--- config.mk ---
export PLATFORM = sky130hd
export DESIGN_NAME = lcd_ctrl
export DESIGN_NICKNAME = d
export VERILOG_FILES = /design/src/rtl/lcd_ctrl_pkg.sv /design/src/rtl/lcd_ctrl_strobe.sv /design/src/rtl/lcd_ctrl.sv
export SDC_FILE = /design/constraint.sdc
export NUM_CORES = 1
export LEC_CHECK = 0
export CORE_MARGIN = 4
export CORE_UTILIZATION = 59
export DETAILED_ROUTE_END_ITERATION = 16
export PLACE_DENSITY = 0.88
export SLEW_MARGIN = 5
export SYNTH_ARGS = -nofsm -noshare
export SYNTH_HDL_FRONTEND = slang
export SYNTH_SLANG_ARGS = --single-unit
--- constraint.sdc ---
create_clock -name clk -period 2.5 [get_ports clk]
set_input_delay 0.5 -clock clk [delete_from_list [all_inputs] [get_ports clk]]
set_output_delay 0.5 -clock clk [all_outputs]
set_load 0.02 [all_outputs]
--- src/rtl/lcd_ctrl_pkg.sv ---
// Shared encodings for the LCD sequencer: FSM states, strobe phases and
// the select codes presented to LCD_dp.
package lcd_ctrl_pkg;

    typedef enum logic [2:0] {
        ST_PWRUP,
        ST_INIT,
        ST_IDLE,
        ST_ADDR,
        ST_CHAR
    } lcd_fsm_e;

    typedef enum logic [1:0] {
        PH_IDLE,
        PH_SETUP,
        PH_EHIGH,
        PH_WAIT
    } strobe_ph_e;

    localparam logic [1:0] INIT_FUNCSET = 2'd3;
    localparam logic [1:0] INIT_ENTRY   = 2'd2;
    localparam logic [1:0] INIT_DISPON  = 2'd1;
    localparam logic [1:0] INIT_CLEAR   = 2'd0;

    localparam logic [1:0] FIELD_NUMBER = 2'd0;
    localparam logic [1:0] FIELD_OPTEXT = 2'd1;
    localparam logic [1:0] FIELD_BLANK  = 2'd2;

    localparam logic [1:0] INDEX_LAST   = 2'd3;

endpackage

--- src/rtl/lcd_ctrl_strobe.sv ---
// One HD44780 transfer: SETUP (E low), EHIGH (E high), then a post-transfer
// wait whose length is latched when the transfer is launched.
module lcd_strobe
    import lcd_ctrl_pkg::*;
#(
    parameter int T_SETUP = 2,
    parameter int T_EHIGH = 12,
    parameter int T_CMD   = 2000,
    parameter int T_CLEAR = 82000,
    parameter int CW      = 20
) (
    input  logic clk,
    input  logic rst,
    input  logic go,
    input  logic long_wait,
    output logic E,
    output logic done
);

    localparam logic [CW-1:0] SETUP_LAST = CW'(T_SETUP - 1);
    localparam logic [CW-1:0] EHIGH_LAST = CW'(T_EHIGH - 1);
    localparam logic [CW-1:0] CMD_LAST   = CW'(T_CMD - 1);
    localparam logic [CW-1:0] CLEAR_LAST = CW'(T_CLEAR - 1);

    strobe_ph_e    ph_q, ph_d;
    logic [CW-1:0] cnt_q, cnt_d;
    logic          long_q, long_d;
    logic          e_q;
    logic [CW-1:0] wait_last;

    assign wait_last = long_q ? CLEAR_LAST : CMD_LAST;

    always_comb begin
        ph_d   = ph_q;
        cnt_d  = cnt_q + 1'b1;
        long_d = long_q;
        done   = 1'b0;
        case (ph_q)
            PH_IDLE: begin
                cnt_d = '0;
                if (go) begin
                    ph_d   = PH_SETUP;
                    long_d = long_wait;
                end
            end
            PH_SETUP: begin
                if (cnt_q == SETUP_LAST) begin
                    ph_d  = PH_EHIGH;
                    cnt_d = '0;
                end
            end
            PH_EHIGH: begin
                if (cnt_q == EHIGH_LAST) begin
                    ph_d  = PH_WAIT;
                    cnt_d = '0;
                end
            end
            PH_WAIT: begin
                if (cnt_q == wait_last) begin
                    // A launch on the final wait cycle chains straight into SETUP.
                    done   = 1'b1;
                    cnt_d  = '0;
                    long_d = long_wait;
                    ph_d   = go ? PH_SETUP : PH_IDLE;
                end
            end
            default: ph_d = PH_IDLE;
        endcase
    end

    always_ff @(posedge clk) begin
        if (rst) begin
            ph_q   <= PH_IDLE;
            cnt_q  <= '0;
            long_q <= 1'b0;
            e_q    <= 1'b0;
        end else begin
            ph_q   <= ph_d;
            cnt_q  <= cnt_d;
            long_q <= long_d;
            e_q    <= (ph_d == PH_EHIGH);
        end
    end

    assign E = e_q;

endmodule

--- src/rtl/lcd_ctrl.sv ---
// LCD sequencer: power-up delay, four init commands, then on request an
// address command followed by 12 characters (3 fields x 4 digits).
module lcd_ctrl
    import lcd_ctrl_pkg::*;
#(
    parameter int T_PWRUP = 750000,
    parameter int T_SETUP = 2,
    parameter int T_EHIGH = 12,
    parameter int T_CMD   = 2000,
    parameter int T_CLEAR = 82000,
    parameter int CW      = 20
) (
    input  logic       clk,
    input  logic       rst,
    input  logic       refresh,
    output logic [1:0] init_sel,
    output logic       data_sel,
    output logic       DB_sel,
    output logic [1:0] state,
    output logic [1:0] index,
    output logic       LCD_E,
    output logic       LCD_RS,
    output logic       LCD_RW,
    output logic       ready
);

    localparam logic [CW-1:0] PWRUP_LAST = CW'(T_PWRUP - 1);

    lcd_fsm_e      fsm_q, fsm_d;
    logic [CW-1:0] cnt_q, cnt_d;
    logic [1:0]    init_sel_q, init_sel_d;
    logic          data_sel_q, data_sel_d;
    logic          db_sel_q, db_sel_d;
    logic [1:0]    field_q, field_d;
    logic [1:0]    index_q, index_d;
    logic          rs_q, rs_d;
    logic          ready_q, ready_d;
    logic          pending_q, pending_d;
    logic          go, long_wait, done;

    always_comb begin
        fsm_d      = fsm_q;
        cnt_d      = cnt_q;
        init_sel_d = init_sel_q;
        data_sel_d = data_sel_q;
        db_sel_d   = db_sel_q;
        field_d    = field_q;
        index_d    = index_q;
        rs_d       = rs_q;
        ready_d    = ready_q;
        pending_d  = pending_q | (refresh & ~ready_q);
        go         = 1'b0;
        case (fsm_q)
            ST_PWRUP: begin
                cnt_d = cnt_q + 1'b1;
                if (cnt_q == PWRUP_LAST) begin
                    fsm_d      = ST_INIT;
                    cnt_d      = '0;
                    init_sel_d = INIT_FUNCSET;
                    data_sel_d = 1'b0;
                    db_sel_d   = 1'b1;
                    rs_d       = 1'b0;
                    go         = 1'b1;
                end
            end
            ST_INIT: begin
                if (done) begin
                    if (init_sel_q == INIT_CLEAR) begin
                        fsm_d   = ST_IDLE;
                        ready_d = 1'b1;
                    end else begin
                        init_sel_d = init_sel_q - 2'd1;
                        go         = 1'b1;
                    end
                end
            end
            ST_IDLE: begin
                if (refresh || pending_q) begin
                    fsm_d     = ST_ADDR;
                    ready_d   = 1'b0;
                    pending_d = 1'b0;
                    db_sel_d  = 1'b0;
                    rs_d      = 1'b0;
                    go        = 1'b1;
                end
            end
            ST_ADDR: begin
                if (done) begin
                    fsm_d      = ST_CHAR;
                    db_sel_d   = 1'b1;
                    data_sel_d = 1'b1;
                    rs_d       = 1'b1;
                    field_d    = FIELD_NUMBER;
                    index_d    = 2'd0;
                    go         = 1'b1;
                end
            end
            ST_CHAR: begin
                if (done) begin
                    if (field_q == FIELD_BLANK && index_q == INDEX_LAST) begin
                        fsm_d   = ST_IDLE;
                        field_d = FIELD_NUMBER;
                        index_d = 2'd0;
                        ready_d = 1'b1;
                    end else begin
                        if (index_q == INDEX_LAST) begin
                            index_d = 2'd0;
                            field_d = field_q + 2'd1;
                        end else begin
                            index_d = index_q + 2'd1;
                        end
                        go = 1'b1;
                    end
                end
            end
            default: fsm_d = ST_PWRUP;
        endcase
    end

    // Only the clear command needs the long post-transfer wait.
    assign long_wait = (fsm_d == ST_INIT) && (init_sel_d == INIT_CLEAR);

    always_ff @(posedge clk) begin
        if (rst) begin
            fsm_q      <= ST_PWRUP;
            cnt_q      <= '0;
            init_sel_q <= INIT_FUNCSET;
            data_sel_q <= 1'b0;
            db_sel_q   <= 1'b1;
            field_q    <= FIELD_NUMBER;
            index_q    <= 2'd0;
            rs_q       <= 1'b0;
            ready_q    <= 1'b0;
            pending_q  <= 1'b0;
        end else begin
            fsm_q      <= fsm_d;
            cnt_q      <= cnt_d;
            init_sel_q <= init_sel_d;
            data_sel_q <= data_sel_d;
            db_sel_q   <= db_sel_d;
            field_q    <= field_d;
            index_q    <= index_d;
            rs_q       <= rs_d;
            ready_q    <= ready_d;
            pending_q  <= pending_d;
        end
    end

    lcd_strobe #(
        .T_SETUP (T_SETUP),
        .T_EHIGH (T_EHIGH),
        .T_CMD   (T_CMD),
        .T_CLEAR (T_CLEAR),
        .CW      (CW)
    ) u_strobe (
        .clk       (clk),
        .rst       (rst),
        .go        (go),
        .long_wait (long_wait),
        .E         (LCD_E),
        .done      (done)
    );

    assign init_sel = init_sel_q;
    assign data_sel = data_sel_q;
    assign DB_sel   = db_sel_q;
    assign state    = field_q;
    assign index    = index_q;
    assign LCD_RS   = rs_q;
    assign LCD_RW   = 1'b0;
    assign ready    = ready_q;

endmodule

==> qor.yml, run 1 <==
firstDrtPassIters: 4
period_needed_ns: 2.361
synth.distinct_cells: 52
total_leakage_power_nw: 1.156
portBuffers: 13
start_util_pct: 60.92
worstPathCellList: "or4_4 > or4_4 > nor3_4 > a21boi_1 > a22oi_2 > buf_12 > nor2_1"
clock_sinks: 58
synthArstFlopShare_pct: 0
drt-wirelength-per-cell_um: 13.83
n_antenna_cell: 0
fmax_mhz: 423.6
rsz0062_at_grt: "false"
outcome: "finished, final reports clean"
ctsHoldBuffers: 0
clkSlewWorstSetupHoldPaths_ns: 0.06
holdCritPathClass: "flop to flop"
path_common_cell: "or4_4"
hold_depth: 1
regArea_um2: 1161
worst_hold_slack_ns: 0.4599
yosysMostFrequentCell: "nor2_1"
drv_slew: 0
top_usage_layer: "met2"
drtAntennaViolNets: 0
row_count: 25
hpwl_mm: 4.209
grtUsageMet1_pct: 28.00
nNetsFinal: 372
clockBufferDepth: 2
gr-total-overflow: 0
syn_area_per_cell_um2: 8.347
core_um2: 4755
ys_warn_count: 0
pin_count: 15
syn-instance-count: 347
cts_tree: "done"
p_per_area_nw_per_um2: 538.0
die_y_um: 78.07
criticalPathCategory: "flop to flop"
setup_tns_ns: 0
cp-start-kind: "flop"
drc_errors: 0
synthesis.area_um2: 2897
fin_crit_sh_pct: 94.44
final_area_um2: 3314
cts-root-buf: "clkbuf_8"
synth.largest_area_cell: "dfxtp_1"
post-place-ws_ns: 0.1161
maxCapViolCount: 0
fin_ws_ns: 0.1391
placedCellCount: 421
h-tree-depth: 3
synth-seq-cells: 58
grtUsageTotal_pct: 21.97
synth_edf_count: 0
totalPowerFinal_mw: 1.783
die_area_um2: 6094
grt_pass1_vias: 2403
finalNonFillerCells: 436
nFillCells: 373
drive_gt1_share_pct: 8.943
grt_antenna_before_repair: 0
worstPathArrival_ns: 2.59
grt_use_met2_pct: 34.16
grt_max_degree: 21
ys_seq_area_share_pct: 40.09
end_kind: "flop"
synthTopCellsByCount: "nor2_1, dfxtp_1, nand2_1"
yosysTopAreaCellShare_pct: 40.09
ys_top_cells_by_area: "dfxtp_1, nor2_1, xor2_1"
rr_worst_depth: 7
ys.flop_type: "dfxtp_1"
syn_nets: 354
multi_input_area_um2: 1659
cpMaxStageDelayCell: "or4_4"
setup-violations-final: 0
cts_setup_buffers: 0
clock_skew_ns: 0.006958
die_x_um: 78.07
cp_max_fo: 20
ir_worst_vdd_mv: 0.2867
vias_per_cell: 5.782
place_congestion: 0.8495
cpPeakStageDelay_ns: 0.56
wl_mm: 6.028
numCtsBuffers: 9
required_ns: 2.73
grt_pass1_wl_mm: 10.67
num_vias: 2521
post_dp_cell_area_um2: 3123
fin_util_pct: 69.71
clkLatencyLatePin_ns: 0.34
hold_violations: 0
drt-initial-drc-count: 228
syn2layout_area_growth_pct: 14.43
grt.met3_usage_pct: 5.849
[kinds of logic after synthesis]
| family | after synthesis | share of synthesized area, % |
|---|---|---|
| multiplexers | 1 | 0.3456 |
| AND/OR/NAND/NOR | 181 | 33.13 |
| buffers and inverters | 19 | 2.851 |
| flip-flops | 58 | 40.09 |
| other | 1 | 0.1295 |
| XOR/XNOR | 37 | 11.19 |
| AO/OA/AOI/OAI | 46 | 10.54 |
| adder cells (fa/ha/maj) | 4 | 1.728 |
[cell type report]
cell class,instances,share of cell area (%)
inverters,4,0.4530
flip-flops and latches,58,35.03
multi-input cells,270,50.06
clock inverters,3,1.208
clock buffers,12,4.379
repair buffers,22,6.342
well taps,67,2.529
[timing repair]
action	CTS	global route
endpoints found under the hold margin	0	0
gates resized for setup	0	1
endpoints found under the setup margin	0	1
[cell usage in the layout (no fill, tap or decap), types with 3 or more instances in the layout]
master           Yosys  routed
nor2_1              63      63
dfxtp_1             58      58
nand2_1             28      28
xor2_1              23      23
nand3_1             18      18
a21oi_1             16      16
xnor2_1             14      14
clkdlybuf4s50_1      0      13
nand4_1             11      11
clkbuf_8             0      10
and3_1               9       9
o21ai_0              8       8
buf_4                3       8
nor3_1               7       7
and4_1               6       6
or3_1                5       5
inv_1                4       4
nand4b_1             4       4
ha_1                 4       4
or2_2                3       3
nor3b_1              3       3
o31a_1               3       3
[flip-flops by register name, summed over array words and instances (netlist names), 2 cells and up]
signal,flops
fsm_q,3
state,2
index,2
u_strobe.ph_q,2
cnt_q,20
init_sel,2
u_strobe.cnt_q,20
[metal layers]
layer | part of all wire [%] | vias to the layer above | routed length (um)
li1 | - | 1262 | -
met1 | 46 | 1170 | 2798
met2 | 46 | 71 | 2756
met3 | 5.4 | 18 | 327
met4 | 2.4 | 0 | 146
met5 | 0 | - | 0
[worst paths after layout]
kind                       from            endpoint  slack (ns)
max          u_strobe.cnt_q[13]  u_strobe.cnt_q[19]        0.14
min           u_strobe.cnt_q[0]   u_strobe.cnt_q[0]        0.46
max reg2reg  u_strobe.cnt_q[13]  u_strobe.cnt_q[19]        0.14
min reg2reg   u_strobe.cnt_q[0]   u_strobe.cnt_q[0]        0.46
[power breakdown]
part	internal, mW	leakage (nW)	total, mW	switching (mW)
registers	0.930	0.468	0.935	0.00478
logic	0.0110	0.592	0.0304	0.0194
clock network	0.479	0.0962	0.818	0.340
total	1.42	1.16	1.78	0.364
[worst max-delay path: cells and delay by family, from the launching register on]
kind / cells / cell delay (ns)
simple gates: 4 / 1.39
flops: 1 / 0.34
compound gates: 2 / 0.34
buf+inv: 1 / 0.18
No activity file was read; power rests on OpenSTA's default activity.
==> inputs of run 2 (changes only) <==
--- a/config.mk
+++ b/config.mk
@@ -9,6 +9,7 @@
 export CORE_UTILIZATION = 59
 export DETAILED_ROUTE_END_ITERATION = 16
 export PLACE_DENSITY = 0.88
+export SETUP_SLACK_MARGIN = 0.4
 export SLEW_MARGIN = 5
 export SYNTH_ARGS = -nofsm -noshare
 export SYNTH_HDL_FRONTEND = slang
==> qor.yml, run 2 (synthesized netlist as in run 1, its figures left out) <==
outcome: "finished, final reports clean"
power_frac_clock_pct: 49.6
final_area_um2: 3446
grt_antenna_before_repair: 0
drtAntennaViolNets: 0
cts_tree: "done"
grt_pass1_wl_mm: 11.01
cp-start-kind: "flop"
vias_per_cell: 5.814
ir_worst_vdd_mv: 0.4183
portBuffers: 13
grtUsageTotal_pct: 22.95
fin_crit_sh_pct: 90.73
hold_violations: 0
gr-total-overflow: 0
ctsHoldBuffers: 0
pwr-share-comb_pct: 1.7
clkSlewWorstSetupHoldPaths_ns: 0.07
drive_gt1_share_pct: 14.17
pin_count: 15
wl_mm: 6.411
row_count: 25
n_antenna_cell: 0
clkLatencyLatePin_ns: 0.35
p_per_area_nw_per_um2: 557.0
seq_power_share_pct: 48.7
regArea_um2: 1165
clock_sinks: 58
h-tree-depth: 3
mostFrequentLayoutCells: "nor2_1, dfxtp_1, nand2_1"
die_y_um: 78.07
nNetsFinal: 376
largest_registers: "cnt_q: 20 flops, u_strobe.cnt_q: 20 flops, fsm_q: 3 flops"
cts-root-buf: "clkbuf_8"
period_needed_ns: 2.268
fmax_mhz: 440.9
relSlewSlack_pct: 65.02
drv_slew: 0
numCtsBuffers: 9
core_um2: 4755
post_dp_cell_area_um2: 3129
die_area_um2: 6094
grt_max_degree: 21
maxCapViolCount: 0
required_ns: 2.74
num_vias: 2564
end_kind: "flop"
final_common_cell: "nor2_1"
start_util_pct: 60.92
drt-initial-drc-count: 179
drt-wirelength-per-cell_um: 14.54
setup-violations-final: 0
internal_power_mw: 1.504
place_congestion: 0.8962
rsz0062_at_grt: "true"
drc_errors: 0
tightest_slew_ns: 0.5240
holdCritPathClass: "flop to flop"
worst_hold_slack_ns: 0.4652
firstDrtPassIters: 4
worstPathArrival_ns: 2.51
hpwl_mm: 4.230
cp_max_fo: 20
power_switching_uw: 415.2
nFillCells: 367
criticalPathCategory: "flop to flop"
clockBufferDepth: 2
clock_skew_ns: 0.008368
grt_pass1_vias: 2552
syn2layout_area_growth_pct: 18.96
total_leakage_power_nw: 1.209
swShare_pct: 21.63
die_x_um: 78.07
multi_input_area_um2: 1723
setup_tns_ns: 0
==> run 2: worst max-delay path, stage by stage (launching register included) <==
cell and delay (ns):
dfxtp_2 0.32, or4_4 0.52, or4_4 0.54, nor3_4 0.21, a21boi_2 0.10, a22oi_2 0.24, buf_12 0.18, nor2_1 0.05
==> run 2: timing repair <==
action,CTS,global route
pin swaps,4,1
buffers inserted,4,0
gates resized for setup,8,7
endpoints found under the setup margin,31,35
==> run 2: cell type report <==
type / instances / area share, %
Multi-Input combinational cell: 270 / 50.00
Sequential cell: 58 / 33.81
Timing Repair Buffer: 26 / 6.972
Clock buffer: 10 / 3.704
Clock inverter: 6 / 2.651
Tap cell: 67 / 2.433
Inverter: 4 / 0.4357
==> run 2: power groups by stage <==
| stage | logic (mW) | registers (mW) | clock network, mW |
|---|---|---|---|
| after global placement | 0.0305 | 0.954 | 0 |
| after floorplan | 0.0217 | 0.953 | 0 |
| after global routing | 0.0359 | 0.934 | 1.02 |
| final | 0.0327 | 0.934 | 0.953 |
| after detailed placement | 0.0317 | 0.955 | 0 |
| after CTS | 0.0322 | 0.934 | 0.973 |
==> run 2: stage by stage <==
stage / total power, mW / worst slack, ns / utilization, % / std cells
after floorplan: 0.9751 / 0.3591 / - / 347
after global placement: 0.9846 / 0.1946 / 65.82 / 421
after detailed placement: 0.9864 / 0.08670 / 65.82 / 421
after CTS: 1.939 / 0.2039 / 71.84 / 441
after global routing: 1.992 / 0.1433 / 72.47 / 441
final: 1.919 / 0.2317 / 72.47 / 441
==> run 2: path summary, 6_finish.rpt <==
kind	from	end	slack, ns	depth (start not counted)
setup / recovery	u_strobe.cnt_q[16]	u_strobe.cnt_q[17]	0.23	7
setup reg to reg	u_strobe.cnt_q[16]	u_strobe.cnt_q[17]	0.23	7
hold reg to reg	LCD_RS	LCD_RS	0.47	2
hold / removal	LCD_RS	LCD_RS	0.47	2
==> run 2: layer usage <==
layer	share of wire, %	GRT usage [%]
met4	2.0	11.19
met2	50	40.92
met1	44	24.29
met5	0	0
met3	3.6	7.339
==> inputs of run 3 (changes only) <==
--- a/config.mk
+++ b/config.mk
@@ -8,6 +8,7 @@
 export CORE_MARGIN = 4
 export CORE_UTILIZATION = 59
 export DETAILED_ROUTE_END_ITERATION = 16
+export MAX_ROUTING_LAYER = met4
 export PLACE_DENSITY = 0.88
 export SETUP_SLACK_MARGIN = 0.4
 export SLEW_MARGIN = 5
==> qor.yml, run 3 (synthesized netlist as in run 1, its figures left out) <==
clkLatencyLatePin_ns: 0.35
setup_tns_ns: 0
mostFrequentLayoutCells: "nor2_1, dfxtp_1, nand2_1"
relSlewSlack_pct: 65.75
vias_per_cell: 5.873
internal_power_mw: 1.504
fin_crit_sh_pct: 90.83
seq_power_share_pct: 48.5
pwr-share-comb_pct: 1.7
totalPowerFinal_mw: 1.926
total_leakage_power_nw: 1.209
p_per_area_nw_per_um2: 558.9
clock_skew_ns: 0.008303
place_congestion: 0.9115
cts-root-buf: "clkbuf_8"
clkSlewWorstSetupHoldPaths_ns: 0.07
h-tree-depth: 3
outcome: "finished, final reports clean"
path_common_cell: "or4_4"
die_area_um2: 6094
final_common_cell: "nor2_1"
ir_worst_vdd_mv: 0.4186
grtUsageTotal_pct: 23.63
gr-total-overflow: 0
path_delay_family: "simple AND/OR/NAND/NOR gates"
largest_registers: "cnt_q: 20 flops, u_strobe.cnt_q: 20 flops, fsm_q: 3 flops"
pin_count: 15
grt_pass1_vias: 2546
hpwl_mm: 4.230
drt-initial-drc-count: 150
ctsHoldBuffers: 0
clock_sinks: 58
worstPathCellList: "or4_4 > or4_4 > nor3_4 > a21boi_2 > a22oi_2 > buf_12 > nor2_1"
r2r-end: "u_strobe.cnt_q[17]"
die_y_um: 78.07
portBuffers: 13
start_util_pct: 60.92
num_vias: 2590
fmax_mhz: 440.4
cp_max_fo: 20
syn2layout_area_growth_pct: 18.96
crit_path_start: "u_strobe.cnt_q[16]"
swShare_pct: 21.91
period_needed_ns: 2.271
drv_slew: 0
placedCellCount: 421
grt_antenna_before_repair: 0
grt_pass1_wl_mm: 11.03
setup-violations-final: 0
die_x_um: 78.07
drt-wirelength-per-cell_um: 14.60
nNetsFinal: 376
core_um2: 4755
finalNonFillerCells: 441
row_count: 25
required_ns: 2.74
r2r_start: "u_strobe.cnt_q[16]"
firstDrtPassIters: 4
fin_util_pct: 72.47
numCtsBuffers: 9
clockBufferDepth: 2
drc_errors: 0
cp_num_buf_inv: 1
hold_violations: 0
drive_gt1_share_pct: 14.17
final_area_um2: 3446
cpPeakStageDelay_ns: 0.54
tightest_slew_ns: 0.5130
wl_mm: 6.437
rr_worst_depth: 7
nFillCells: 367
grt_max_degree: 21
power_switching_uw: 421.9
cp_num_cells: 7
crit_path_end: "u_strobe.cnt_q[17]"
cpMaxStageDelayCell: "or4_4"
worstPathArrival_ns: 2.51
maxCapViolCount: 0
criticalPathCategory: "flop to flop"
rsz0062_at_grt: "true"
n_antenna_cell: 0
drtAntennaViolNets: 0
holdCritPathClass: "flop to flop"
post_dp_cell_area_um2: 3129
power_frac_clock_pct: 49.8
cts_tree: "done"
end_kind: "flop"
r2r_setup_slack_ns: 0.23
cp-start-kind: "flop"
[run 3: cell counts in the layout (fill, tap and decap cells not counted)]
Identical to the previous run, type by type.
[run 3: cell type report]
class | instances | area, um2 | share of cell area (%)
Multi-Input combinational cell | 270 | 1723 | 50.00
Timing Repair Buffer | 26 | 240.2 | 6.972
Tap cell | 67 | 83.83 | 2.433
Clock inverter | 6 | 91.34 | 2.651
Sequential cell | 58 | 1165 | 33.81
Clock buffer | 10 | 127.6 | 3.704
Inverter | 4 | 15.01 | 0.4357
[run 3: tightest hold or removal path: cells and delay by family (launching register included)]
kind            cells  cell delay [ns]
simple gates        1             0.05
flops               1             0.32
compound gates      1             0.05
[run 3: worst min path at each step]
stage | cells after the start | to | slack, ns | startpoint
final | 2 | LCD_RS | 0.47 | LCD_RS
after global routing | 2 | LCD_RS | 0.48 | LCD_RS
after CTS | 2 | LCD_RS | 0.46 | LCD_RS
after detailed placement | 2 | LCD_RS | 0.45 | LCD_RS
after global placement | 1 | u_strobe.cnt_q[0] | 0.44 | u_strobe.cnt_q[0]
after floorplan | 1 | u_strobe.cnt_q[0] | 0.43 | u_strobe.cnt_q[0]
[run 3: metal layers]
layer | up-vias | share of wire, % | GRT usage (%)
met5 | - | 0 | -
met2 | 59 | 50 | 40.84
met3 | 16 | 4.4 | 5.963
met1 | 1248 | 42 | 24.51
li1 | 1267 | - | -
met4 | 0 | 2.8 | 13.29
[run 3: through the flow]
step,hold slack (ns),setup slack [ns]
finish,0.4669,0.2291
global route,0.4847,0.1433
CTS,0.4646,0.2039
detailed placement,0.4494,0.08670
global placement,0.4431,0.1946
floorplan,0.4295,0.3591
[run 3: power by group through the flow]
stage	clock network, mW	registers [mW]	logic [mW]
final	0.959	0.934	0.0326
after global routing	1.02	0.934	0.0360
after CTS	0.973	0.934	0.0322
after detailed placement	0	0.955	0.0317
after global placement	0	0.954	0.0305
after floorplan	0	0.953	0.0217
[run 3: what timing repair did]
action                     CTS  global route
pin swaps                    4             1
buffers inserted             4             0
resized for setup            8             7
setup endpoints to repair   31            35
